**src/rtl/pipelined_control_unit.sv**
```systemverilog
// pipelined_control_unit
//   Decode stage of a RISC-V style pipeline. Decodes the opcode of the
//   incoming instruction into main-control signals. It also extracts the
//   rd/rs1/rs2 fields. All of this is registered with one cycle of latency.
//   When built with PCU_HAZARD_EN defined, it also detects load-use hazards.
//
//   Per-edge priority: rst > flush (bubble) > stall_in (hold) >
//   hazard_stall (bubble) > in_valid (issue) > bubble.
//
// Parameters
//   XLEN  instruction word width (>= 32, only bits [31:0] are decoded)
//   RA_W  width of the register-address outputs
//
// Ports
//   clk, rst        clock, synchronous active-high reset
//   in_valid, code  instruction from fetch
//   stall_in        downstream hold request
//   flush           squash stage contents
//   RegWrite .. Jump, out_valid, illegal, rd_out/rs1_out/rs2_out
//                   registered decode outputs
//   hazard_stall    combinational load-use stall back to fetch
//
// Configuration macro: PCU_HAZARD_EN (undefined: hazard_stall tied to 0)
module pipelined_control_unit #(
   parameter int unsigned XLEN = 32,
   parameter int unsigned RA_W = 5
) (
   input  logic            clk,
   input  logic            rst,
   input  logic            in_valid,
   input  logic [XLEN-1:0] code,
   input  logic            stall_in,
   input  logic            flush,
   output logic            RegWrite,
   output logic            MemtoReg,
   output logic            ALUSrc,
   output logic [1:0]      ALUOp,
   output logic            MemRead,
   output logic            MemWrite,
   output logic            Branch,
   output logic            Jump,
   output logic            out_valid,
   output logic            illegal,
   output logic [RA_W-1:0] rd_out,
   output logic [RA_W-1:0] rs1_out,
   output logic [RA_W-1:0] rs2_out,
   output logic            hazard_stall
);

   localparam logic [6:0] OpR      = 7'b0110011;
   localparam logic [6:0] OpI      = 7'b0010011;
   localparam logic [6:0] OpLoad   = 7'b0000011;
   localparam logic [6:0] OpStore  = 7'b0100011;
   localparam logic [6:0] OpBranch = 7'b1100011;
   localparam logic [6:0] OpJal    = 7'b1101111;
   localparam logic [6:0] OpJalr   = 7'b1100111;
   localparam logic [6:0] OpLui    = 7'b0110111;

   typedef struct packed {
      logic [8:0]      ctrl;   // {RegWrite,MemtoReg,ALUSrc,ALUOp,MemRead,MemWrite,Branch,Jump}
      logic            valid;
      logic            illegal;
      logic [RA_W-1:0] rd;
      logic [RA_W-1:0] rs1;
      logic [RA_W-1:0] rs2;
   } stage_t;

   logic [6:0] opcode;
   logic [8:0] dec_ctrl;
   logic       dec_legal;
   stage_t     issue;
   stage_t     stage_d;
   stage_t     stage_q;

   // funct fields and any bits above 31 never influence the decode
   logic       unused_code_bits;
   assign unused_code_bits = ^code;

   assign opcode = code[6:0];

   always_comb begin
      dec_ctrl  = '0;
      dec_legal = 1'b1;
      case (opcode)
         OpR:      dec_ctrl = 9'b1_0_0_10_0_0_0_0;
         OpI:      dec_ctrl = 9'b1_0_1_11_0_0_0_0;
         OpLoad:   dec_ctrl = 9'b1_1_1_00_1_0_0_0;
         OpStore:  dec_ctrl = 9'b0_0_1_00_0_1_0_0;
         OpBranch: dec_ctrl = 9'b0_0_0_01_0_0_1_0;
         OpJal:    dec_ctrl = 9'b1_0_0_00_0_0_0_1;
         OpJalr:   dec_ctrl = 9'b1_0_1_00_0_0_0_1;
         OpLui:    dec_ctrl = 9'b1_0_1_00_0_0_0_0;
         default:  dec_legal = 1'b0;
      endcase
      // writes to x0 are dropped, but the instruction still issues
      if (code[11:7] == 5'd0) dec_ctrl[8] = 1'b0;
   end

   // Illegal opcodes issue as a bubble carrying only the illegal flag
   always_comb begin
      issue = '0;
      if (dec_legal) begin
         issue.ctrl  = dec_ctrl;
         issue.valid = 1'b1;
         issue.rd    = RA_W'(code[11:7]);
         issue.rs1   = RA_W'(code[19:15]);
         issue.rs2   = RA_W'(code[24:20]);
      end else begin
         issue.illegal = 1'b1;
      end
   end

`ifdef PCU_HAZARD_EN
   logic uses_rs2;
   assign uses_rs2 = (opcode == OpR) | (opcode == OpStore) | (opcode == OpBranch);

   // Load in the output register whose rd feeds the instruction at fetch
   assign hazard_stall = in_valid & out_valid & MemRead & (rd_out != '0) &
                         ((rd_out == RA_W'(code[19:15])) |
                          (uses_rs2 & (rd_out == RA_W'(code[24:20]))));
`else
   assign hazard_stall = 1'b0;
`endif

   always_comb begin
      stage_d = '0;
      if (flush) begin
         stage_d = '0;
      end else if (stall_in) begin
         stage_d = stage_q;
      end else if (hazard_stall) begin
         stage_d = '0;
      end else if (in_valid) begin
         stage_d = issue;
      end
   end

   always_ff @(posedge clk) begin
      if (rst) stage_q <= '0;
      else     stage_q <= stage_d;
   end

   assign {RegWrite, MemtoReg, ALUSrc, ALUOp, MemRead, MemWrite, Branch, Jump} = stage_q.ctrl;
   assign out_valid = stage_q.valid;
   assign illegal   = stage_q.illegal;
   assign rd_out    = stage_q.rd;
   assign rs1_out   = stage_q.rs1;
   assign rs2_out   = stage_q.rs2;

endmodule

```
**config.mk**
```make
export PLATFORM = sky130hd
export DESIGN_NAME = pipelined_control_unit
export DESIGN_NICKNAME = d
export VERILOG_FILES = /design/src/rtl/pipelined_control_unit.sv
export SDC_FILE = /design/constraint.sdc
export NUM_CORES = 1
export LEC_CHECK = 0
export BUFFER_PORTS_ARGS = -buffer_cell sky130_fd_sc_hd__clkbuf_2
export CAP_MARGIN = 40
export CORE_MARGIN = 4
export CORE_UTILIZATION = 25
export CTS_BUF_LIST = sky130_fd_sc_hd__clkbuf_16
export CTS_CLUSTER_SIZE = 30
export DETAILED_ROUTE_END_ITERATION = 7
export PLACE_DENSITY = 0.54
export SLEW_MARGIN = 20
export SYNTH_ARGS = -nofsm -noshare
export SYNTH_HDL_FRONTEND = slang
export SYNTH_SLANG_ARGS = --single-unit
```
**constraint.sdc**
```tcl
create_clock -name clk -period 2.4 [get_ports clk]
set_input_delay 0.48 -clock clk [delete_from_list [all_inputs] [get_ports clk]]
set_output_delay 0.48 -clock clk [all_outputs]
set_load 0.03 [all_outputs]
```
==> results of run 1 <==
cell usage after synthesis (2+ instances only):
cell type  instances  share of area, %
a21o_1             3               2.1
a21oi_1            3               1.4
a21oi_2            2               1.6
a22o_1             8               6.6
a22o_2            10               9.4
a22oi_1            3               2.1
a32o_1             2               1.9
buf_2              2              0.94
buf_4              4               2.8
buf_6              3               3.2
dfxtp_1           25                47
inv_1              2              0.71
nand2_1            4               1.4
nand3_1            2              0.94
nor2_1            12               4.2
nor4_1             2               1.2
o21ai_0            2              0.94
kinds of logic (layout without fill, tap and decap cells):
kind of cell | count (synthesis) | after routing | synth area share [%]
AOI/OAI and AO/OA | 37 | 37 | 29.1
buffers and inverters | 11 | 59 | 7.64
DFF | 25 | 25 | 47.0
other | 1 | 1 | 0.352
and+or+nand+nor | 28 | 28 | 15.9
worst max-delay path: stages:
cell      delay (ns)
clkbuf_2        0.16
nand4b_4        0.22
a21oi_2         0.14
nor3b_4         0.69
a32o_1          0.27
flip-flops by register name, indices dropped and copies added (netlist names):
register	count
out_valid	1
ALUOp	2
MemtoReg	1
MemWrite	1
RegWrite	1
illegal	1
Jump	1
rs2_out	5
rs1_out	5
ALUSrc	1
Branch	1
rd_out	5
routing by layer:
metal | global-route usage [%] | vias to the layer above | part of all wire, %
met5 | 0 | - | 0
met4 | 0.615 | 0 | 0
met3 | 3.97 | 0 | 7.1
met2 | 20.3 | 36 | 52
met1 | 12.7 | 471 | 41
li1 | - | 472 | -
final timing paths:
check,startpoint,to,slack (ns)
max,stall_in,Jump,0.64
min reg2reg,Jump,Jump,0.47
min,code[16],rs1_out[1],0.43
max reg2reg,MemtoReg,MemtoReg,1.71
power groups by stage:
stage	clock network (mW)	logic [mW]	registers, mW
2_1_floorplan	0	0.0433	0.428
3_3_place_gp	0	0.0714	0.426
3_5_place_dp	0	0.0730	0.426
4_1_cts	0.387	0.0735	0.416
5_1_grt	0.401	0.0820	0.416
6_report	0.374	0.0734	0.417
final cells by class:
cell class	count	area share [%]
Multi-Input combinational cell	66	34.4
Clock buffer	3	5.35
Clock inverter	1	0.535
Inverter	2	0.535
Tap cell	50	4.46
Sequential cell	25	35.7
Timing Repair Buffer	53	19.1
stage by stage:
stage | std cells | hold WS [ns] | power (mW)
final | 200 | 0.432 | 0.864
after global routing | 200 | 0.432 | 0.900
after CTS | 200 | 0.430 | 0.877
after detailed placement | 196 | 0.456 | 0.499
after global placement | 196 | 0.452 | 0.497
after floorplan | 102 | 0.585 | 0.472
==> results.py, run 1 <==
metrics = {
    "routing": {
        "initialDrtViolationCount": 43,
        "routed_via_density": 4.90,
        "num_vias": 979,
        "firstDrtPassIters": 4,
        "drc_errors": 0,
        "ant_nets": 0,
        "routedWlPerCell_um": 13.9,
        "wirelength_um": 2780,
    },
    "power_and_ir_drop": {
        "leakagePower_nw": 0.665,
        "switching_share_pct": 22.2,
        "p_int_mw": 0.672,
        "clkPwrFrac_pct": 43.3,
        "ir_drop_mv": 0.359,
        "comb_power_share_pct": 8.5,
        "power_density_nw_per_um2": 616,
        "p_sw_mw": 0.192,
        "p_seq_share_pct": 48.2,
    },
    "critical_path": {
        "critPathCaptureType": "register",
        "crit_fanout": 19,
        "cp.required_ns": 2.60,
        "r2r_cells": 2,
        "worstPathArrival_ns": 1.96,
        "critPathKind": "input port to register",
        "cp-start-kind": "input port",
    },
    "grt": {
        "grt_util_all_layers_pct": 11.0,
        "grt_first_pass_wirelength_um": 4650,
        "grt_overflow": 0,
        "grt_max_degree": 20,
        "grt_pass1_vias": 997,
        "grt_antenna_before_repair": 0,
    },
    "layout": {
        "nNetsFinal": 188,
        "final_layout_size_suffix_gt1_share_pct": 50.0,
        "final_cell_area_um2": 1400,
        "multi_input_area_um2": 483,
        "post-route-util_pct": 34.6,
        "diodes": 0,
        "syn2layout_area_growth_pct": 31.8,
        "layout_commonest_cell": "clkbuf_2",
        "final_cell_mix": "clkbuf_2, dfxtp_1, nor2_1, a22o_2, a22o_1",
        "num-fill-cells": 430,
        "seqCellArea_um2": 500,
    },
    "synth": {
        "ys_ff_latch": 25,
        "syn_nets": 139,
        "yosysUniqueCellTypes": 30,
        "syn_area_per_cell_um2": 10.4,
        "synth_seq_area_share_pct": 47.0,
        "syn_area_um2": 1060,
        "synth_warnings": 0,
        "synthArstFlopShare_pct": 0,
        "synthFlopType": "dfxtp_1",
        "synth_edf_count": 0,
        "syn_inst": 102,
    },
    "timing": {
        "finalHoldViolCount": 0,
        "tns_ns": 0,
        "worstMarginPinSlew_ns": 0.785,
        "skew_ns": 0,
        "setup_viol": 0,
        "min_period_ns": 1.76,
        "setup_slack_ns": 0.639,
        "rsz0062_at_grt": "no",
        "fin_crit_sh_pct": 73.4,
        "slew_violations": 0,
        "max_freq_mhz": 568,
        "slew_headroom_pct": 47.6,
    },
    "clocking": {
        "cts_buffers": 3,
        "cts_buffer_depth": 2,
        "root_buffer": "clkbuf_16",
        "worst_skew_pair.late_latency_ns": 0.26,
        "htreeDepth": 1,
        "cts_setup_buffers": 0,
        "holdBufCountCts": 0,
        "clkTransAtPathRegs_ns": 0.07,
        "cts_tree": "yes",
        "ctsResizeCount": 0,
        "cts_sinks": 25,
    },
    "placed_design": {
        "dp_hpwl_um": 2160,
        "place.port_buffers": 52,
        "place.gp.congestion": 0.777,
        "place_area_um2": 1320,
        "preCtsSetupSlack_ns": 0.340,
    },
    "floorplanning": {
        "die_width_um": 73.3,
        "die-area_um2": 5370,
        "die_y_um": 73.3,
        "row_count": 23,
        "initial_core_util_pct": 26.2,
        "boundaryPins": 64,
        "core_area_um2": 4060,
    },
    "hold_path": {
        "hp-class": "input port to register",
        "min_delay_path_depth": 2,
    },
    "status": {
        "status": "completed",
    },
    "run": {
        "drv_cap": 0,
    },
}
No activity file was read; power rests on OpenSTA's default activity.
==> inputs of run 2 (changes only) <==
Settings changed: ABC_AREA from default to 1, PLACE_DENSITY 0.54 to 0.55.
Clock period 2.4 ns to 1.5 ns, I/O delays scaled along.
==> run 2 against run 1 <==
Cell count up 27%. Sequential share of layout area down 3.2 points. Cell area rose by 9.8%. Synthesized cell count grew 49%. Sequential power grew 60%. Flip-flop and latch count unchanged. Critical path type unchanged. Largest cell class is now multi-input gates. Largest power group unchanged.
==> results.py, run 2 <==
metrics = {
    "status": {
        "status": "completed",
    },
    "synth": {
        "synthFlopType": "dfxtp_1",
        "synthTopCellsByArea": "dfxtp_1, nand2_1, a21oi_2",
        "synth_seq_area_share_pct": 42.3,
        "synth_warnings": 0,
        "synthArstFlopShare_pct": 0,
        "synth_top_cell_by_area": "dfxtp_1",
        "syn_area_per_cell_um2": 7.78,
        "yosys-top-cells-count": "nand2_1, dfxtp_1, a21oi_1",
        "syn_nets": 189,
        "ys_ff_latch": 25,
        "syn_area_um2": 1180,
        "synth_top_area_share_pct": 42.3,
        "synth_edf_count": 0,
        "synth_most_common_cell": "nand2_1",
        "yosysUniqueCellTypes": 26,
        "syn_inst": 152,
    },
    "grt": {
        "top_usage_layer": "met2",
        "grt_max_degree": 26,
        "grt_pass1_vias": 1040,
        "grt_use_met2_pct": 15.4,
        "grt_first_pass_wirelength_um": 4870,
        "grtUsageMet3_pct": 2.93,
        "use_met1_pct": 13.7,
        "grt_util_all_layers_pct": 10.1,
        "grt_overflow": 0,
        "grt_antenna_before_repair": 0,
    },
    "critical_path": {
        "cp-start-kind": "input port",
        "cp.required_ns": 1.68,
        "critPathCaptureType": "register",
        "worstPathArrival_ns": 1.33,
        "critPathKind": "input port to register",
        "crit_fanout": 19,
    },
    "clocking": {
        "worst_skew_pair.late_latency_ns": 0.25,
        "cts_setup_buffers": 0,
        "clkTransAtPathRegs_ns": 0.06,
        "cts_tree": "yes",
        "cts_sinks": 25,
        "htreeDepth": 1,
        "cts_buffers": 3,
        "holdBufCountCts": 0,
        "root_buffer": "clkbuf_16",
        "cts_buffer_depth": 2,
        "ctsResizeCount": 0,
    },
    "power_and_ir_drop": {
        "leakagePower_nw": 0.675,
        "ir_drop_mv": 0.390,
        "fin_total_pwr_mw": 1.37,
        "power_density_nw_per_um2": 891,
    },
    "timing": {
        "skew_ns": 0,
        "finalHoldViolCount": 0,
        "tns_ns": 0,
        "slew_headroom_pct": 59.9,
        "min_period_ns": 1.15,
        "fin_crit_sh_pct": 76.6,
        "setup_viol": 0,
        "max_freq_mhz": 870,
        "slew_violations": 0,
        "worstMarginPinSlew_ns": 0.601,
        "rsz0062_at_grt": "no",
    },
    "layout": {
        "diodes": 0,
        "stdcell_count": 253,
        "seqCellArea_um2": 500,
        "final_cell_area_um2": 1540,
        "final_layout_size_suffix_gt1_share_pct": 44.3,
        "nNetsFinal": 239,
        "num-fill-cells": 489,
        "layout_commonest_cell": "clkbuf_2",
        "syn2layout_area_growth_pct": 30.4,
        "final_cell_mix": "clkbuf_2, nand2_1, dfxtp_1, a21oi_1, nand2_2",
        "multi_input_area_um2": 587,
    },
    "placed_design": {
        "place.port_buffers": 52,
        "dp_hpwl_um": 2080,
        "place_inst": 249,
        "place_area_um2": 1460,
        "place.gp.congestion": 0.782,
    },
    "floorplanning": {
        "boundaryPins": 64,
        "row_count": 24,
        "die_y_um": 76.8,
        "die-area_um2": 5890,
        "initial_core_util_pct": 26.4,
        "die_width_um": 76.8,
        "core_area_um2": 4470,
    },
    "run": {
        "drv_cap": 0,
    },
    "routing": {
        "firstDrtPassIters": 4,
        "routedWlPerCell_um": 11.4,
        "routed_via_density": 4.28,
        "initialDrtViolationCount": 50,
        "num_vias": 1084,
        "drc_errors": 0,
        "ant_nets": 0,
        "wirelength_um": 2880,
    },
    "hold_path": {
        "hp-class": "input port to register",
    },
}
run 2: cell count changes in the layout (fill, tap and decap cells not counted), sizes merged, moves of 3 or more:
cell / previous run / this run
inv: 2 / 8
nand2: 4 / 61
a21o: 3 / 0
nor2: 13 / 8
nand3: 2 / 7
a21oi: 5 / 25
a22oi: 3 / 0
a22o: 18 / 0
nor3: 0 / 3
run 2: cells by family after synthesis:
logic type,count (synthesis),share of synthesized area [%]
AND/OR/NAND/NOR,82,34.3
AO/OA/AOI/OAI,27,15.0
buffers and inverters,17,8.04
flip-flops,25,42.3
other,1,0.317
run 2: critical path: stages:
cell	delay (ns)
clkbuf_2	0.10
inv_1	0.11
nand3_2	0.11
nand2_1	0.10
nand2_2	0.09
nand3_2	0.09
nand2_4	0.06
inv_6	0.17
nand2_1	0.08
a21oi_1	0.13
run 2: metrics by stage:
step	setup slack [ns]	hold WS, ns	util, %
finish	0.351	0.269	34.5
floorplan	0.272	0.436	-
CTS	0.344	0.265	34.5
detailed placement	0.0807	0.456	32.7
global route	0.221	0.271	34.5
global placement	0.0893	0.449	32.7
run 2: per-layer routing:
metal  part of all wire [%]  vias up
li1                       -      579
met1                     49      465
met2                     44       38
met3                    7.4        2
met4                   0.42        0
met5                      0        -
run 2: final cells by class:
cell class                      count  share of cell area, %
Timing Repair Buffer               54                   17.9
Clock buffer                        3                   4.87
Inverter                            8                   2.27
Clock inverter                      1                  0.244
Sequential cell                    25                   32.5
Multi-Input combinational cell    110                   38.1
Tap cell                           52                   4.22
run 2: power by group:
group | internal [mW] | switching, mW
clock network | 0.356 | 0.223
registers | 0.666 | 0.00100
logic | 0.0448 | 0.0829
total | 1.07 | 0.307
run 2: worst paths after layout:
path | startpoint | endpoint | slack, ns | depth (start not counted)
min reg2reg | Branch | Branch | 0.46 | 2
max | code[4] | rs2_out[2] | 0.35 | 10
min | code[21] | rs2_out[1] | 0.27 | 3
max reg2reg | MemtoReg | MemtoReg | 0.88 | 2
